--- src/rtl/music_player.sv ---
// music_player: four-track square-wave note player with volume and mute control.
// Samples are +/-(volume << 11), registered, and identical on both channels.
module music_player #(
    parameter int unsigned CLK_HZ    = 100_000_000,
    parameter int unsigned BEAT_HZ   = 8,
    parameter int unsigned SHEET_LEN = 64
) (
    input  logic                         clk,
    input  logic                         rst,
    input  logic                         vol_up,
    input  logic                         vol_down,
    input  logic                         mute,
    input  logic [1:0]                   track,
    output logic [15:0]                  audio_in_left,
    output logic [15:0]                  audio_in_right,
    output logic [2:0]                   volume,
    output logic [$clog2(SHEET_LEN)-1:0] note_idx
);

    localparam int unsigned     IdxW    = $clog2(SHEET_LEN);
    localparam int unsigned     BeatCyc = CLK_HZ / BEAT_HZ;
    localparam logic [IdxW-1:0] LastIdx = IdxW'(SHEET_LEN - 1);
    localparam longint unsigned ClkX50  = 64'(CLK_HZ) * 64'd50;

    // One 16-note phrase per track, entry i in nibble i; the game-over phrase ends on rests.
    localparam logic [63:0] SheetMenu = 64'h0153_0C0A_058A_0C0A;
    localparam logic [63:0] SheetPlay = 64'h0356_8ACC_A865_5311;
    localparam logic [63:0] SheetOver = 64'h0000_1133_0155_88CC;

    function automatic logic [3:0] sheet_rom(input logic [1:0] trk, input logic [IdxW-1:0] idx);
        logic [3:0] pos;
        pos = 4'(idx);
        case (trk)
            2'd1:    sheet_rom = SheetMenu[{pos, 2'b00} +: 4];
            2'd2:    sheet_rom = SheetPlay[{pos, 2'b00} +: 4];
            2'd3:    sheet_rom = SheetOver[{pos, 2'b00} +: 4];
            default: sheet_rom = 4'd0;
        endcase
    endfunction

    // Half period = CLK_HZ / (2 f), with f given in centi-hertz to keep C4..B4 exact enough.
    function automatic logic [31:0] half_period(input logic [3:0] code);
        case (code)
            4'd1:    half_period = 32'(ClkX50 / 64'd26163);
            4'd2:    half_period = 32'(ClkX50 / 64'd27718);
            4'd3:    half_period = 32'(ClkX50 / 64'd29366);
            4'd4:    half_period = 32'(ClkX50 / 64'd31113);
            4'd5:    half_period = 32'(ClkX50 / 64'd32963);
            4'd6:    half_period = 32'(ClkX50 / 64'd34923);
            4'd7:    half_period = 32'(ClkX50 / 64'd36999);
            4'd8:    half_period = 32'(ClkX50 / 64'd39200);
            4'd9:    half_period = 32'(ClkX50 / 64'd41530);
            4'd10:   half_period = 32'(ClkX50 / 64'd44000);
            4'd11:   half_period = 32'(ClkX50 / 64'd46616);
            4'd12:   half_period = 32'(ClkX50 / 64'd49388);
            default: half_period = 32'd0;
        endcase
    endfunction

    logic [1:0]      r_track;
    logic [31:0]     r_beat_cnt, w_beat_cnt;
    logic [IdxW-1:0] r_note_idx, w_note_idx;
    logic [31:0]     r_tone_cnt, w_tone_cnt;
    logic            r_sq, w_sq;
    logic            r_done, w_done;
    logic [2:0]      r_volume, w_volume;
    logic [15:0]     r_audio, w_audio;
    logic [3:0]      w_code;
    logic [31:0]     w_hp;
    logic [15:0]     w_amp;
    logic            w_silent;

    assign w_code = sheet_rom(r_track, r_note_idx);
    assign w_hp   = half_period(w_code);

    always_comb begin
        w_beat_cnt = r_beat_cnt + 32'd1;
        w_note_idx = r_note_idx;
        w_done     = r_done;
        w_tone_cnt = r_tone_cnt + 32'd1;
        w_sq       = r_sq;
        if (w_hp == 32'd0) begin
            w_tone_cnt = 32'd0;
            w_sq       = 1'b1;
        end else if (r_tone_cnt >= w_hp - 32'd1) begin
            w_tone_cnt = 32'd0;
            w_sq       = ~r_sq;
        end
        if (r_beat_cnt >= 32'(BeatCyc - 1)) begin
            w_beat_cnt = 32'd0;
            if (r_track == 2'd3 && r_note_idx == LastIdx) begin
                w_done = 1'b1;
            end else begin
                w_note_idx = r_note_idx + IdxW'(1);
                // A repeated note keeps its phase; a new note starts high from zero.
                if (sheet_rom(r_track, w_note_idx) != w_code) begin
                    w_tone_cnt = 32'd0;
                    w_sq       = 1'b1;
                end
            end
        end
        if (track != r_track) begin
            w_beat_cnt = 32'd0;
            w_note_idx = '0;
            w_tone_cnt = 32'd0;
            w_sq       = 1'b1;
            w_done     = 1'b0;
        end
    end

    always_comb begin
        w_volume = r_volume;
        if (vol_up && !vol_down && r_volume < 3'd5) begin
            w_volume = r_volume + 3'd1;
        end else if (vol_down && !vol_up && r_volume > 3'd1) begin
            w_volume = r_volume - 3'd1;
        end
        w_amp    = {2'b00, r_volume, 11'd0};
        w_silent = (w_code == 4'd0) || mute || (r_track == 2'd0) || r_done;
        w_audio  = w_silent ? 16'd0 : (r_sq ? w_amp : 16'd0 - w_amp);
    end

    always_ff @(posedge clk) begin
        if (rst) begin
            r_track    <= track;
            r_beat_cnt <= '0;
            r_note_idx <= '0;
            r_tone_cnt <= '0;
            r_sq       <= 1'b1;
            r_done     <= 1'b0;
            r_volume   <= 3'd3;
            r_audio    <= '0;
        end else begin
            r_track    <= track;
            r_beat_cnt <= w_beat_cnt;
            r_note_idx <= w_note_idx;
            r_tone_cnt <= w_tone_cnt;
            r_sq       <= w_sq;
            r_done     <= w_done;
            r_volume   <= w_volume;
            r_audio    <= w_audio;
        end
    end

    assign audio_in_left  = r_audio;
    assign audio_in_right = r_audio;
    assign volume         = r_volume;
    assign note_idx       = r_note_idx;

endmodule
--- config.mk ---
export PLATFORM = sky130hd
export DESIGN_NAME = music_player
export DESIGN_NICKNAME = d
export VERILOG_FILES = /design/src/rtl/music_player.sv
export SDC_FILE = /design/constraint.sdc
export NUM_CORES = 1
export LEC_CHECK = 0
export CORE_MARGIN = 8
export CORE_UTILIZATION = 60
export CTS_CLUSTER_DIAMETER = 40
export DETAILED_ROUTE_END_ITERATION = 8
export HOLD_SLACK_MARGIN = 0.1
export PLACE_DENSITY = 0.86
export SLEW_MARGIN = 0
export SYNTH_ARGS = -nofsm -noshare
export SYNTH_HDL_FRONTEND = slang
export SYNTH_SLANG_ARGS = --single-unit
--- constraint.sdc ---
create_clock -name clk -period 11.4 [get_ports clk]
set_input_delay 2.28 -clock clk [delete_from_list [all_inputs] [get_ports clk]]
set_output_delay 2.28 -clock clk [all_outputs]
set_load 0.02 [all_outputs]
**Word level (Yosys, flattened, before mapping)**

Memories as Yosys holds them, arrays and structs flattened.
Index checks and enable logic that the tools add are counted.

- Register bits: 92
- Bits in latches: 0
- Bits in writable memories: 0
- ROM bits: 288
- Input port bits: 7
- Memories: 1

Memories:

| name | depth | width | read ports | clocked after Yosys merged registers in | wr ports | line | RTL |
|---|---|---|---|---|---|---|---|
| (name not given) | 16 | 18 | 1 | 0 | 0 | 43 | `case (code)` |

- $add $sub $neg: 7
- Multipliers: 0
- Div/mod/pow operators: 0
- $lt $le $gt $ge: 4
- Eq/ne operators: 6
- Shift operators: 6
- Multiplexer cells: 17
- Bitwise gates (word level): 2
- Reduce and logical (&&, ||, !) cells: 20

Operators by type and width:

| cell | number |
|---|---|
| 64-bit by 7-bit indexed part select with 4-bit output, first input constant | 6 |
| 32-bit 2-to-1 mux | 5 |
| 32-bit by 1-bit adder with 32-bit output, second input constant | 2 |
| 32-bit by 24-bit >= comparator with 1-bit output, second input constant | 1 |
| 32-bit >= comparator | 1 |
| 32-bit zero test | 1 |
| 32-bit by 1-bit subtractor with 32-bit output, second input constant | 1 |
| 4-bit case mux with 3 select lines | 2 |
| 1-bit by 14-bit subtractor with 15-bit output, first input constant | 1 |
| 14-bit 2-to-1 mux | 1 |
| 4-bit 2-to-1 mux | 2 |
| 6-bit by 1-bit adder with 6-bit output, second input constant | 1 |
| 6-bit equality test, second input constant | 1 |
| 3-bit 2-to-1 mux | 2 |
| 3-bit OR reduction | 2 |
| 1-bit logical AND | 5 |
| 1-bit 2-to-1 mux | 5 |
| 2-bit equality test, second input constant | 2 |
| 4-bit zero test | 1 |
| 4-bit inequality test | 1 |
| 2-bit AND reduction | 2 |
| 2-bit OR reduction | 2 |
| 3-bit by 1-bit adder with 3-bit output, second input constant | 1 |
| 3-bit by 1-bit > comparator with 1-bit output, second input constant | 1 |
| other kinds (9) | 13 |

**Logic depth before layout (Yosys ltp)**

An unclocked memory read counts as a cell.

- Depth after elaboration: 10
- Gate-level depth with buffers: 25

**Worst setup path before layout**

OpenSTA, ideal clock, no wires.

- Path kind: register to register
- Start: register r_note_idx[3], in the netlist note_idx[3]
- End: register r_tone_cnt[10]
- Library setup time: 0.078 ns
- Data arrival time: 5.104 ns
- Data required time: 11.322 ns
- Setup slack: 6.218 ns
- Stages on the path, launching flop included: 25
- Clock period less this slack: 5.182 ns
- Cells stage by stage: dfxtp_1 -> buf_2 -> nand3b_1 -> a21boi_0 -> o311a_1 -> inv_1 -> nand2_1 -> ha_1 -> inv_1 -> mux2i_1 -> o21ai_0 -> inv_1 -> ha_1 -> and4_1 -> or3b_1 -> nor2_2 -> nand2_1 -> ha_1 -> and4_1 -> a221oi_1 -> o221ai_1 -> a21oi_1 -> clkbuf_1 -> nand2_1 -> nor3_1

- Longest elaborated chain between the ends: 10
- Elaborated cells on any way between the ends: 23
- Those cells by class: add/sub (2); order compare (1); eq/ne (2); shift (6); mux (9); reduce/logical (2); memory (1)

RTL lines:

| item | line | RTL |
|---|---|---|
| start, declared | 62 | `logic [IdxW-1:0] r_note_idx, w_note_idx;` |
| start signal, assigned | 136 | `r_note_idx <= w_note_idx;` |
| 64-bit by 7-bit indexed part select with 4-bit output (on tied branches) | 36, 34, 35 |  |
| 4-bit case mux with 3 select lines | 33 | `case (trk)` |
| memory read 16 x 18 bit | -- |  |
| 32-bit by 1-bit subtractor with 32-bit output | 85 | `end else if (r_tone_cnt >= w_hp - 32'd1) begin` |
| 32-bit >= comparator | 85 |  |
| 32-bit 2-to-1 mux | 85 |  |
| 32-bit 2-to-1 mux | 82 | `if (w_hp == 32'd0) begin` |
| 32-bit 2-to-1 mux | 96 | `if (sheet_rom(r_track, w_note_idx) != w_code) begin` |
| 32-bit 2-to-1 mux | 91 | `if (r_track == 2'd3 && r_note_idx == LastIdx) begin` |
| 32-bit 2-to-1 mux * | 89 | `if (r_beat_cnt >= 32'(BeatCyc - 1)) begin` |
| end signal, assigned | 137 | `r_tone_cnt <= w_tone_cnt;` |
| end, declared | 63 | `logic [31:0] r_tone_cnt, w_tone_cnt;` |

Every way passes the cells marked *; elsewhere a longest branch is shown, timed or not. The select of a mux whose other input is x is not followed.
A chain may end at the register's enable or synchronous reset.

**Worst setup path after layout**

- Start: register r_track[1]
- End: register r_sq

- Longest elaborated chain between the ends: 10
- Elaborated cells on any way between the ends: 20
- Those cells by class: add/sub (1); order compare (1); eq/ne (5); mux (9); reduce/logical (3); memory (1)

RTL lines:

| item | line | RTL |
|---|---|---|
| start, declared | 60 | `logic [1:0] r_track;` |
| start signal, assigned | 125 | `r_track <= track;` |
| start signal, assigned | 134 | `r_track <= track;` |
| 2-bit equality test (tied with other cells) | 33, 91 |  |
| 4-bit case mux with 3 select lines | 33 |  |
| memory read 16 x 18 bit | -- |  |
| 32-bit by 1-bit subtractor with 32-bit output | 85 |  |
| 32-bit >= comparator | 85 |  |
| 1-bit 2-to-1 mux | 85 |  |
| 1-bit 2-to-1 mux | 82 |  |
| 1-bit 2-to-1 mux | 96 |  |
| 1-bit 2-to-1 mux | 91 |  |
| 1-bit 2-to-1 mux | 89 |  |
| end signal, assigned | 138 | `r_sq <= w_sq;` |
| end, declared | 64 | `logic r_sq, w_sq;` |

Several ways; a longest one is shown, not always the timed one. The select of a mux whose other input is x is not followed.

==> results.md <==
Worst setup path:
- The critical register-to-register path startpoint is r_track[1].
- The endpoint identified for the worst register-to-register timing path is r_sq.
- The highest net fanout along the worst path is 36.
- Data on the critical path arrives at its endpoint at 6.56 ns.
- The critical path required time is 11.66 ns.
- The critical path class is flip-flop to flip-flop.
- The endpoint class of the critical path is a flip-flop.
- The kind of start point of the critical path is a flip-flop.
- The worst register-to-register path has a setup slack of 5.10 ns.
- The number of cells traversed by the worst register-to-register path is 24.

Floorplanning:
- The die is 117 um tall.
- The initial utilization of the core area, before any placement, comes to 61.9%.
- In this run the core area contains 36 standard-cell rows.
- For this design the top-level I/O count stands at 48.
- The floorplan die area is 13600 sq um.
- The area of the core is 9820 sq um.
- From left edge to right edge, the die measures 117 um.

Synthesis:
- Sequential elements use 26.7% of the synthesized area.
- After synthesis, the mean cell area works out to 7.83 sq um.
- The post-synthesis simple-gate area fraction is 28.1%.
- The number of synthesized flops with an enable pin is 0.
- The share of async-settable or async-resettable flops after synthesis is 0%.
- The synthesized netlist devotes 9.63% of its cell area to adder and majority cells.
- In this run the cell area of the synthesized design comes to 6080 sq um.
- After Yosys synthesis, XOR and XNOR cells account for 10.8% of the synthesized area.
- For this run, the leading register cell type out of synthesis is sky130_fd_sc_hd__dfxtp_1.
- For this run, the number of Yosys warnings is 0.
- In this run, distinct cell masters in the synthesized netlist total 80.
- The mux cell area share after synthesis is 0.823%.
- Synthesis produced a netlist whose cell count is 776.
- Synthesis inferred 81 register bits.
- Summing the areas of all compound-gate instances in the mapped netlist gives 16.0% of the synthesized area.
- The combinational family with the most area after synthesis is simple AND/OR/NAND/NOR gates.

Routing:
- The routed layout has 5443 vias.
- The initial DRC count is 374.
- The average wire per standard cell is 15.0 um.
- The pre-antenna-repair detailed-routing pass consisted of 5 iterations.
- After detailed routing, the total wire length is 13.8 mm.
- The DRC violation count after routing is 0.
- The residual antenna-violating net count after detailed routing is 0.
- The ratio of routed vias to standard cells is 5.91.

Place:
- At the end of routability-driven placement, the weighted congestion stood at 0.897.
- The count of input and output buffers is 25.
- The placed wire-length estimate is 10.2 mm.
- Before CTS, the worst setup slack after placement is 5.17 ns.

Power:
- The proportion of power drawn by flip-flops and latches is 45.7%.
- The leakage power of the design is 2.38 nW.
- The cell-internal power is 0.000441 W.
- The worst-case IR drop observed on VDD is 92.2 uV.
- The combinational share of power is 20.0%.
- Of the total power, the share spent switching nets is 31.7%.
- The clock network burns 34.3% of the power.
- The net switching power is 0.000205 W.
- In this run the power density over the cells is 99.5 nW/um^2.

Final layout:
- Of the cells placed in the final design, the portion with a size suffix greater than 1 is 5.08%.
- The combined area of the multi-input logic cells is 4100 sq um.
- The fill cell instance count of the final layout is 863.
- The layout overhead on the synthesized area is 6.79%.
- The register cell area after layout is 1620 sq um.
- The repair_antennas step left the layout with diodes totalling 0.
- For this run, the post-layout net count is 836.

Clocking:
- The tree built by TritonCTS fans out to 81 sinks.
- In this run, post-CTS hold repair placed 0 buffers.
- The TritonCTS buffer count is 9.
- The cell at the root of the clock tree is sky130_fd_sc_hd__clkbuf_8.
- At the later pin of the worst-skew pair, clock insertion delay measures 0.38 ns.
- TritonCTS built the clock tree.
- In this run, post-CTS repair resized a total of 0 instances.
- The longest clock path from root to sink contains 2 buffers.
- Clock-pin slew was measured on the worst setup and hold paths at 0.08 ns.
- The number of H-tree branching levels is 3.
- Buffers added to address setup during post-CTS repair amount to 0.

STA:
- The maximum clock rate is 159 MHz.
- Final hold analysis gives a worst-case slack of 0.470 ns.
- Setup repair after global routing left no endpoint under its margin.
- The worst path needs 6.30 ns of the cycle, external delays included.
- Headroom to the max-slew limit came out at 25.7%.
- Setup violations remaining at the end of the flow were counted as 0.
- The final period utilization is 55.3%.
- The hold violation count in the final report is 0.
- The number of pins with negative max-slew slack in the final report is 0.
- In the final timing run, aggregate negative setup slack is 0 ns.
- The transition time of the tightest slew-check pin is 1.11 ns.
- Clock skew on the completed layout was measured at 0.00971 ns.
- The minimum setup slack in the final design is 5.10 ns.

Status:
- The run finished with clean final reports.

Hold path:
- The worst hold path begins at r_beat_cnt[0].
- The worst hold endpoint is r_beat_cnt[0].
- Counting instances, the worst hold path has a depth of 1.
- The tightest min-delay check is of the flip-flop to flip-flop type.

GRT:
- Across every metal layer, demand over resource in global routing totals 21.3%.
- The remaining global-route overflow is 0.
- The wire length of the first global-routing pass is 23.3 mm.
- The largest net degree at the start of global routing is 37.
- The via count of the first global-routing pass came to 5213.
- The number of antenna violations at the first check in global routing is 0.

Flow run:
- The number of violations of the max-capacitance limit is 0.
==> synth_stat cells, drive strengths merged, types with 21 or more instances <==
library cell,count,share of area [%]
a21oi,28,2.4
xnor2,52,7.5
o21ai,26,2.1
nand4,24,2.5
nor3,46,3.9
ha,46,9.5
inv,28,1.7
xor2,23,3.3
nand3,21,1.7
buf,46,5.1
nand2,87,5.4
nor2,82,5.2
dfxtp,81,27
==> routing by layer <==
metal	vias to the layer above	global-route usage [%]	wire, um
li1	2704	-	-
met1	2557	24.4	5900
met2	157	36.8	6720
met3	25	5.43	850
met4	0	8.79	299
met5	-	0	0
==> power by group through the flow <==
| stage | clock network (W) | registers (W) | logic (W) |
|---|---|---|---|
| after floorplan | 0 | 0.000302 | 0.000102 |
| after global placement | 0 | 0.000302 | 0.000123 |
| after detailed placement | 0 | 0.000302 | 0.000127 |
| after CTS | 0.000229 | 0.000296 | 0.000128 |
| after global routing | 0.000242 | 0.000297 | 0.000144 |
| final | 0.000222 | 0.000296 | 0.000129 |
==> worst max-delay path, cell delays in order, from the launching register on <==
cell	delay (ns)
sky130_fd_sc_hd__dfxtp_1	1.07
sky130_fd_sc_hd__and2_1	0.23
sky130_fd_sc_hd__a21boi_0	0.08
sky130_fd_sc_hd__o311a_1	0.34
sky130_fd_sc_hd__inv_1	0.13
sky130_fd_sc_hd__nand2_1	0.13
sky130_fd_sc_hd__ha_1	0.44
sky130_fd_sc_hd__inv_1	0.09
sky130_fd_sc_hd__mux2i_1	0.14
sky130_fd_sc_hd__o21ai_0	0.13
sky130_fd_sc_hd__inv_1	0.16
sky130_fd_sc_hd__ha_1	0.24
sky130_fd_sc_hd__and4_1	0.22
sky130_fd_sc_hd__or3b_1	0.41
sky130_fd_sc_hd__nor2_2	0.37
sky130_fd_sc_hd__nand2_1	0.11
sky130_fd_sc_hd__ha_1	0.20
sky130_fd_sc_hd__a21o_1	0.18
sky130_fd_sc_hd__a21o_1	0.17
sky130_fd_sc_hd__a221oi_1	0.30
sky130_fd_sc_hd__o221ai_1	0.19
sky130_fd_sc_hd__a21oi_2	0.13
sky130_fd_sc_hd__buf_4	0.32
sky130_fd_sc_hd__xnor2_1	0.09
sky130_fd_sc_hd__or3_1	0.31
==> worst max path at each step <==
stage | endpoint | depth (start not counted) | slack [ns] | startpoint
2_1_floorplan | r_tone_cnt[10] | 24 | 6.22 | note_idx[3]
3_3_place_gp | r_sq | 23 | 5.51 | r_track[1]
3_5_place_dp | r_sq | 24 | 5.17 | r_track[1]
4_1_cts | r_sq | 24 | 5.16 | r_track[1]
5_1_grt | r_sq | 24 | 4.64 | r_track[1]
6_report | r_sq | 24 | 5.10 | r_track[1]
==> cell type report <==
type	count	share of cell area, %
Clock inverter	7	1.33
Clock buffer	9	1.91
Sequential cell	81	25.0
Inverter	28	1.62
Multi-Input combinational cell	633	63.2
Tap cell	133	2.56
Timing Repair Buffer	30	4.43
==> sequential cells by signal, summed over array words and instances (netlist names) <==
signal,flops
r_track,2
r_sq,1
audio_in_left,4
r_tone_cnt,32
r_done,1
volume,3
note_idx,6
r_beat_cnt,32
==> stage by stage <==
stage,total power (W),cell area [sq um],std cells,utilization (%)
after detailed placement,0.000429,6280,905,64.0
after floorplan,0.000404,6190,805,-
after global routing,0.000683,6490,921,66.1
after CTS,0.000652,6490,921,66.1
final,0.000646,6490,921,66.1
after global placement,0.000424,6280,905,64.0
==> cells in the final DEF, fill, tap and decap left out, types with 4 or more instances in the layout <==
master | netlist | routed
sky130_fd_sc_hd__nand3b_1 | 4 | 4
sky130_fd_sc_hd__mux2i_1 | 5 | 5
sky130_fd_sc_hd__nor2_1 | 79 | 79
sky130_fd_sc_hd__and3_1 | 6 | 6
sky130_fd_sc_hd__nand3_1 | 21 | 21
sky130_fd_sc_hd__buf_4 | 31 | 5
sky130_fd_sc_hd__o211ai_1 | 6 | 6
sky130_fd_sc_hd__ha_1 | 46 | 46
sky130_fd_sc_hd__or3_1 | 9 | 9
sky130_fd_sc_hd__dfxtp_1 | 81 | 81
sky130_fd_sc_hd__clkbuf_8 | 0 | 9
sky130_fd_sc_hd__a211oi_1 | 11 | 11
sky130_fd_sc_hd__clkdlybuf4s50_1 | 0 | 25
sky130_fd_sc_hd__a211o_1 | 10 | 10
sky130_fd_sc_hd__nand4_1 | 24 | 24
sky130_fd_sc_hd__nor4_1 | 7 | 7
sky130_fd_sc_hd__xnor2_1 | 52 | 52
sky130_fd_sc_hd__conb_1 | 1 | 30
sky130_fd_sc_hd__a21oi_1 | 27 | 26
sky130_fd_sc_hd__nor2b_1 | 7 | 7
sky130_fd_sc_hd__and4_1 | 6 | 6
sky130_fd_sc_hd__o21ai_0 | 25 | 25
sky130_fd_sc_hd__nor3_1 | 45 | 45
sky130_fd_sc_hd__a31oi_1 | 5 | 5
sky130_fd_sc_hd__nand2b_1 | 12 | 12
sky130_fd_sc_hd__xor2_1 | 23 | 23
sky130_fd_sc_hd__and2_1 | 6 | 6
sky130_fd_sc_hd__inv_1 | 26 | 26
sky130_fd_sc_hd__nand2_1 | 87 | 87
sky130_fd_sc_hd__a21o_1 | 11 | 11
==> logic make-up after synthesis <==
| logic type | Yosys count |
|---|---|
| adders and majority gates | 47 |
| buffers and inverters | 91 |
| and+or+nand+nor | 339 |
| DFF | 81 |
| muxes | 5 |
| AOI/OAI and AO/OA | 137 |
| xor gates and xnor gates | 75 |
| other | 1 |
Note: power is estimated with default switching activity, not from simulation.
